--- src/rtl/vga_pkg.sv ---
// vga_pkg: default raster timing and helpers shared by
// the scan controller and its fetch scheduler.
package vga_pkg;

    localparam int COORD_W = 16;

    localparam int DEF_H_VISIBLE = 640;
    localparam int DEF_H_FRONT   = 16;
    localparam int DEF_H_SYNC    = 96;
    localparam int DEF_H_BACK    = 48;

    localparam int DEF_V_VISIBLE = 480;
    localparam int DEF_V_FRONT   = 10;
    localparam int DEF_V_SYNC    = 2;
    localparam int DEF_V_BACK    = 33;

    function automatic int h_total(input int vis, input int fp,
                                   input int sp, input int bp);
        return vis + fp + sp + bp;
    endfunction

    function automatic int v_total(input int vis, input int fp,
                                   input int sp, input int bp);
        return vis + fp + sp + bp;
    endfunction

endpackage

--- src/rtl/vga_fetch_sched.sv ---
// vga_fetch_sched: issues one line-fetch per visible line and
// abandons it with an underrun pulse if its line start arrives first.
module vga_fetch_sched
    import vga_pkg::*;
#(
    parameter int H_VISIBLE = DEF_H_VISIBLE,
    parameter int V_VISIBLE = DEF_V_VISIBLE,
    parameter int V_TOTAL   = v_total(DEF_V_VISIBLE, DEF_V_FRONT,
                                      DEF_V_SYNC, DEF_V_BACK),
    parameter int HW        = 10,
    parameter int VW        = 10
) (
    input  logic          clk,
    input  logic          rst_n,
    input  logic          enable_i,
    input  logic [HW-1:0] h_next_i,
    input  logic [VW-1:0] v_next_i,
    input  logic          fetch_ack_i,
    output logic          fetch_req_o,
    output logic [VW-1:0] fetch_line_o,
    output logic          underrun_o
);

    localparam logic [HW-1:0] H_TRIG = HW'(H_VISIBLE);
    localparam logic [VW-1:0] V_LAST = VW'(V_TOTAL - 1);
    localparam logic [VW-1:0] V_VIS  = VW'(V_VISIBLE);

    logic [VW-1:0] line_n;
    logic          trig;
    logic          deadline;

    logic          req_q, req_d;
    logic          urun_q, urun_d;
    logic [VW-1:0] line_q, line_d;

    assign line_n   = (v_next_i == V_LAST) ? '0 : v_next_i + VW'(1);
    assign trig     = enable_i && (h_next_i == H_TRIG) && (line_n < V_VIS);
    assign deadline = enable_i && (h_next_i == '0) && (v_next_i == line_q);

    // An ack on the deadline edge still counts as on time.
    always_comb begin
        req_d  = req_q;
        line_d = line_q;
        urun_d = 1'b0;
        if (trig) begin
            req_d  = 1'b1;
            line_d = line_n;
        end else if (req_q && fetch_ack_i) begin
            req_d = 1'b0;
        end else if (req_q && deadline) begin
            req_d  = 1'b0;
            urun_d = 1'b1;
        end
    end

    always_ff @(posedge clk or negedge rst_n) begin
        if (!rst_n) begin
            req_q  <= 1'b0;
            line_q <= '0;
            urun_q <= 1'b0;
        end else begin
            req_q  <= req_d;
            line_q <= line_d;
            urun_q <= urun_d;
        end
    end

    assign fetch_req_o  = req_q;
    assign fetch_line_o = line_q;
    assign underrun_o   = urun_q;

endmodule

--- src/rtl/vga_scan_ctrl.sv ---
// vga_scan_ctrl: raster counters, sync/active decode and markers;
// every output is registered from the position being entered.
module vga_scan_ctrl
    import vga_pkg::*;
#(
    parameter int H_VISIBLE        = DEF_H_VISIBLE,
    parameter int H_FRONT          = DEF_H_FRONT,
    parameter int H_SYNC           = DEF_H_SYNC,
    parameter int H_BACK           = DEF_H_BACK,
    parameter int V_VISIBLE        = DEF_V_VISIBLE,
    parameter int V_FRONT          = DEF_V_FRONT,
    parameter int V_SYNC           = DEF_V_SYNC,
    parameter int V_BACK           = DEF_V_BACK,
    parameter bit SYNC_ACTIVE_HIGH = 1'b0
) (
    input  logic               clk,
    input  logic               rst_n,
    input  logic               enable,
    output logic               hsync,
    output logic               vsync,
    output logic               active,
    output logic [COORD_W-1:0] pixel_x,
    output logic [COORD_W-1:0] pixel_y,
    output logic               frame_start,
    output logic               line_start,
    output logic               fetch_req,
    output logic [COORD_W-1:0] fetch_line,
    input  logic               fetch_ack,
    output logic               underrun
);

    localparam int H_TOTAL = h_total(H_VISIBLE, H_FRONT, H_SYNC, H_BACK);
    localparam int V_TOTAL = v_total(V_VISIBLE, V_FRONT, V_SYNC, V_BACK);
    localparam int HW      = $clog2(H_TOTAL);
    localparam int VW      = $clog2(V_TOTAL);

    localparam logic [HW-1:0] H_LAST = HW'(H_TOTAL - 1);
    localparam logic [HW-1:0] H_VIS  = HW'(H_VISIBLE);
    localparam logic [HW-1:0] H_SS   = HW'(H_VISIBLE + H_FRONT);
    localparam logic [HW-1:0] H_SE   = HW'(H_VISIBLE + H_FRONT + H_SYNC - 1);
    localparam logic [VW-1:0] V_LAST = VW'(V_TOTAL - 1);
    localparam logic [VW-1:0] V_VIS  = VW'(V_VISIBLE);
    localparam logic [VW-1:0] V_SS   = VW'(V_VISIBLE + V_FRONT);
    localparam logic [VW-1:0] V_SE   = VW'(V_VISIBLE + V_FRONT + V_SYNC - 1);

    localparam logic SYNC_ON  = SYNC_ACTIVE_HIGH;
    localparam logic SYNC_OFF = ~SYNC_ACTIVE_HIGH;

    logic [HW-1:0] h_q, h_d;
    logic [VW-1:0] v_q, v_d;
    logic          hs_q, hs_d;
    logic          vs_q, vs_d;
    logic          act_q, act_d;
    logic          fs_q, fs_d;
    logic          ls_q, ls_d;
    logic [VW-1:0] sched_line;

    always_comb begin
        h_d = h_q;
        v_d = v_q;
        if (enable) begin
            if (h_q == H_LAST) begin
                h_d = '0;
                v_d = (v_q == V_LAST) ? '0 : v_q + VW'(1);
            end else begin
                h_d = h_q + HW'(1);
            end
        end
    end

    always_comb begin
        hs_d  = (h_d >= H_SS && h_d <= H_SE) ? SYNC_ON : SYNC_OFF;
        vs_d  = (v_d >= V_SS && v_d <= V_SE) ? SYNC_ON : SYNC_OFF;
        act_d = (h_d < H_VIS) && (v_d < V_VIS);
        fs_d  = enable && (h_d == '0) && (v_d == '0);
        ls_d  = enable && (h_d == '0) && (v_d < V_VIS);
    end

    // Reset lands in the vertical front porch so line 0 gets prefetched.
    always_ff @(posedge clk or negedge rst_n) begin
        if (!rst_n) begin
            h_q   <= '0;
            v_q   <= V_VIS;
            hs_q  <= SYNC_OFF;
            vs_q  <= SYNC_OFF;
            act_q <= 1'b0;
            fs_q  <= 1'b0;
            ls_q  <= 1'b0;
        end else begin
            h_q   <= h_d;
            v_q   <= v_d;
            hs_q  <= hs_d;
            vs_q  <= vs_d;
            act_q <= act_d;
            fs_q  <= fs_d;
            ls_q  <= ls_d;
        end
    end

    vga_fetch_sched #(
        .H_VISIBLE (H_VISIBLE),
        .V_VISIBLE (V_VISIBLE),
        .V_TOTAL   (V_TOTAL),
        .HW        (HW),
        .VW        (VW)
    ) u_fetch (
        .clk          (clk),
        .rst_n        (rst_n),
        .enable_i     (enable),
        .h_next_i     (h_d),
        .v_next_i     (v_d),
        .fetch_ack_i  (fetch_ack),
        .fetch_req_o  (fetch_req),
        .fetch_line_o (sched_line),
        .underrun_o   (underrun)
    );

    assign hsync       = hs_q;
    assign vsync       = vs_q;
    assign active      = act_q;
    assign pixel_x     = COORD_W'(h_q);
    assign pixel_y     = COORD_W'(v_q);
    assign frame_start = fs_q;
    assign line_start  = ls_q;
    assign fetch_line  = COORD_W'(sched_line);

endmodule

--- config.mk ---
export PLATFORM = sky130hd
export DESIGN_NAME = vga_scan_ctrl
export DESIGN_NICKNAME = d
export VERILOG_FILES = /design/src/rtl/vga_pkg.sv /design/src/rtl/vga_fetch_sched.sv /design/src/rtl/vga_scan_ctrl.sv
export SDC_FILE = /design/constraint.sdc
export NUM_CORES = 1
export LEC_CHECK = 0
export ABC_CLOCK_PERIOD_IN_PS = 5800
export CORE_ASPECT_RATIO = 1.5
export CORE_MARGIN = 2
export CORE_UTILIZATION = 55
export DETAILED_ROUTE_END_ITERATION = 7
export PLACE_DENSITY = 0.86
export SYNTH_ARGS = -nofsm -noshare
export SYNTH_HDL_FRONTEND = slang
export SYNTH_SLANG_ARGS = --single-unit
--- constraint.sdc ---
create_clock -name clk -period 5.8 [get_ports clk]
set_input_delay 1.16 -clock clk [delete_from_list [all_inputs] [get_ports clk]]
set_output_delay 1.16 -clock clk [all_outputs]
set_load 0.03 [all_outputs]
==> results.yml <==
timing:
  fin_setup_tns_ns: 0
  drv_slew: 0
  setup_viol: 0
  worst_pin_slew_ns: 0.819
  max_freq_mhz: 218
  rsz0062_at_grt: "false"
  hold_viol: 0
  period_share_pct: 79.0
  slew_headroom_pct: 45.4
  fin_skew_ns: 0.00328
  setup_ws_ns: 1.22
  finalCriticalPeriod_ns: 4.58
min_path:
  hp-start: "u_fetch.fetch_req_o"
  hold_path.class: "flip-flop to flip-flop"
die:
  placementRows: 30
  fp.dieH_microns: 88.6
  die_w_microns: 60.4
  die_area_sq_um: 5360
  start_util_pct: 57.3
  io_pins: 59
  core_area_sq_um: 4580
finish:
  antenna_cells: 0
  area_growth_pct: 15.7
  final_cell_mix: "clkdlybuf4s50_1, dfrtp_1, nand2_1"
  seqCellArea_sq_um: 933
  layout_commonest_cell: "clkdlybuf4s50_1"
  drive_above_1_share_pct: 13.1
  multi_input_area_sq_um: 1480
  n_fill_cell: 395
  final_cells: 377
  nNetsFinal: 322
global_route:
  grt_overflow_total: 0
  grt_usage_pct: 25.3
  antenna_found_initial: 0
  grt_pass1_wl_mm: 10.0
  grt_max_degree: 38
  grt_pass1_vias: 2121
logic_synthesis:
  yosysSeqAreaShare_pct: 35.5
  synth_top_area_share_pct: 29.5
  synth_adder_area_share_pct: 2.86
  synth_cells: 276
  ys_ff_latch: 37
  synth_area_leaders: "dfrtp_1, dfstp_2, xnor2_1"
  synth_xor_area_share_pct: 8.81
  synth_compound_area_share_pct: 11.1
  synth_area_sq_um: 2630
  async_reset_ff_share_pct: 100
  yosysWarnings: 0
  ys.flop_type: "dfrtp_1"
  synth_edf_count: 0
  synth_top_family_by_area: "simple AND/OR/NAND/NOR gates"
  syn_avg_cell_area_sq_um: 9.52
  synth_cell_types: 72
  synth_area_leader_cell: "dfrtp_1"
  synthSimpleGateAreaFrac_pct: 26.1
  synth_mux_area_share_pct: 5.00
clock_network:
  cts_tree: "done"
  clkLatencyLatePin_ns: 0.29
  cts_sinks: 37
  post_cts_resized: 0
  cts-hold-fix-buffers: 0
  clk_pin_slew_worst_paths_ns: 0.07
  cts_buffer_depth: 2
  htree_levels: 2
  cts-root-buf: "clkbuf_8"
  cts-buffers-inserted: 5
  cts_setup_buffers: 0
route:
  drc_errors: 0
  avgRoutedWirePerCell_microns: 16.3
  ant_nets: 0
  vias: 2180
  totalWireLength_mm: 6.13
  viasPerCell: 5.78
  drt_first_pass_iters: 5
  drt-initial-drc-count: 143
status:
  status: "completed"
placed_design:
  pre_cts_ws_ns: 0.944
  dp_cells: 369
  place_congestion: 0.991
  numPortBuffers: 40
  hpwl_mm: 4.66
critical_path:
  worstSetupPathType: "input port to flip-flop"
  worstPathArrival_ns: 4.77
  critPathRequiredTime_ns: 5.98
  rrSetupSlack_ns: 2.11
  r2r_start: "h_q[0]"
  crit_path_start: "enable"
  critPathCaptureType: "flip-flop"
  startpoint_type: "input port"
  path_max_fanout: 14
power:
  p_per_area_nw_per_um2: 243
  p_leak_nw: 1.35
  peakVddDrop_mv: 0.121
flow_run:
  cap_violations: 0
[critical path: stages]
cell and delay [ns]:
clkdlybuf4s50_1 0.64, and2_1 0.35, nand4_4 0.30, nor2_1 0.21, nand2_1 0.07, o21ai_1 0.20, ha_1 0.27, inv_1 0.08
a2111oi_0 0.27, mux2i_1 0.14, o22ai_1 0.19, a211o_1 0.48, mux2_2 0.39
[Yosys cell counts (all sizes together) (7+ instances only)]
master  instances
nand2          20
nand3          13
a21oi           7
dfrtp          31
o21ai           8
buf            28
inv            17
nor3           11
mux2            7
nor2           18
xnor2          17
nand4          12
[power breakdown]
group	switching [W]	total (W)	internal (W)
clock	0.0000943	0.000177	0.0000828
combinational	0.000139	0.000229	0.0000896
sequential	0.0000495	0.000332	0.000283
[cell families (layout without fill, tap and decap cells)]
logic type      Yosys count  count (layout)
compound gates           39              39
xor+xnor                 24              24
fa+ha+maj                 6               6
buf+inv                  45              65
flops                    37              37
mux                      10              10
other cells               1              18
simple gates            114             114
[metrics by stage]
stage	util (%)	hold WS (ns)	area, sq um	total power (W)
2_1_floorplan	-	0.653	2690	0.000499
3_5_place_dp	64.5	0.484	2950	0.000566
5_1_grt	66.4	0.523	3040	0.000779
3_3_place_gp	64.5	0.480	2950	0.000556
4_1_cts	66.4	0.491	3040	0.000743
6_report	66.4	0.488	3040	0.000738
[layer usage]
metal	routed length, microns	GRT usage (%)	share of wire [%]
met4	285	15.4	4.7
met1	2350	28.9	38
met3	322	3.95	5.3
met5	0	0	0
met2	3170	43.2	52
[worst paths after layout]
path	endpoint	depth (start not counted)
worst max-delay path	u_fetch.fetch_line_o[0]	13
worst min-delay path	u_fetch.underrun_o	1
worst max register to register	u_fetch.fetch_line_o[0]	13
worst min register to register	u_fetch.underrun_o	1
max in group asynchronous	line_start	1
min in group asynchronous	h_q[3]	1
[cell type report]
type	count	share of cell area [%]
multi-input combinational	211	48.7
sequential	37	30.7
timing repair buffer	40	13.0
tap	64	2.63
clock buffer	5	2.26
inverter	17	2.10
clock inverter	3	0.576
[sequential cells by signal, indices dropped and copies added, names as in the netlist]
register,flops
v_q,10
h_q,10
active,1
frame_start,1
vsync,1
u_fetch.fetch_req_o,1
u_fetch.fetch_line_o,10
line_start,1
hsync,1
u_fetch.underrun_o,1
Note: power is estimated with default switching activity, not from simulation.
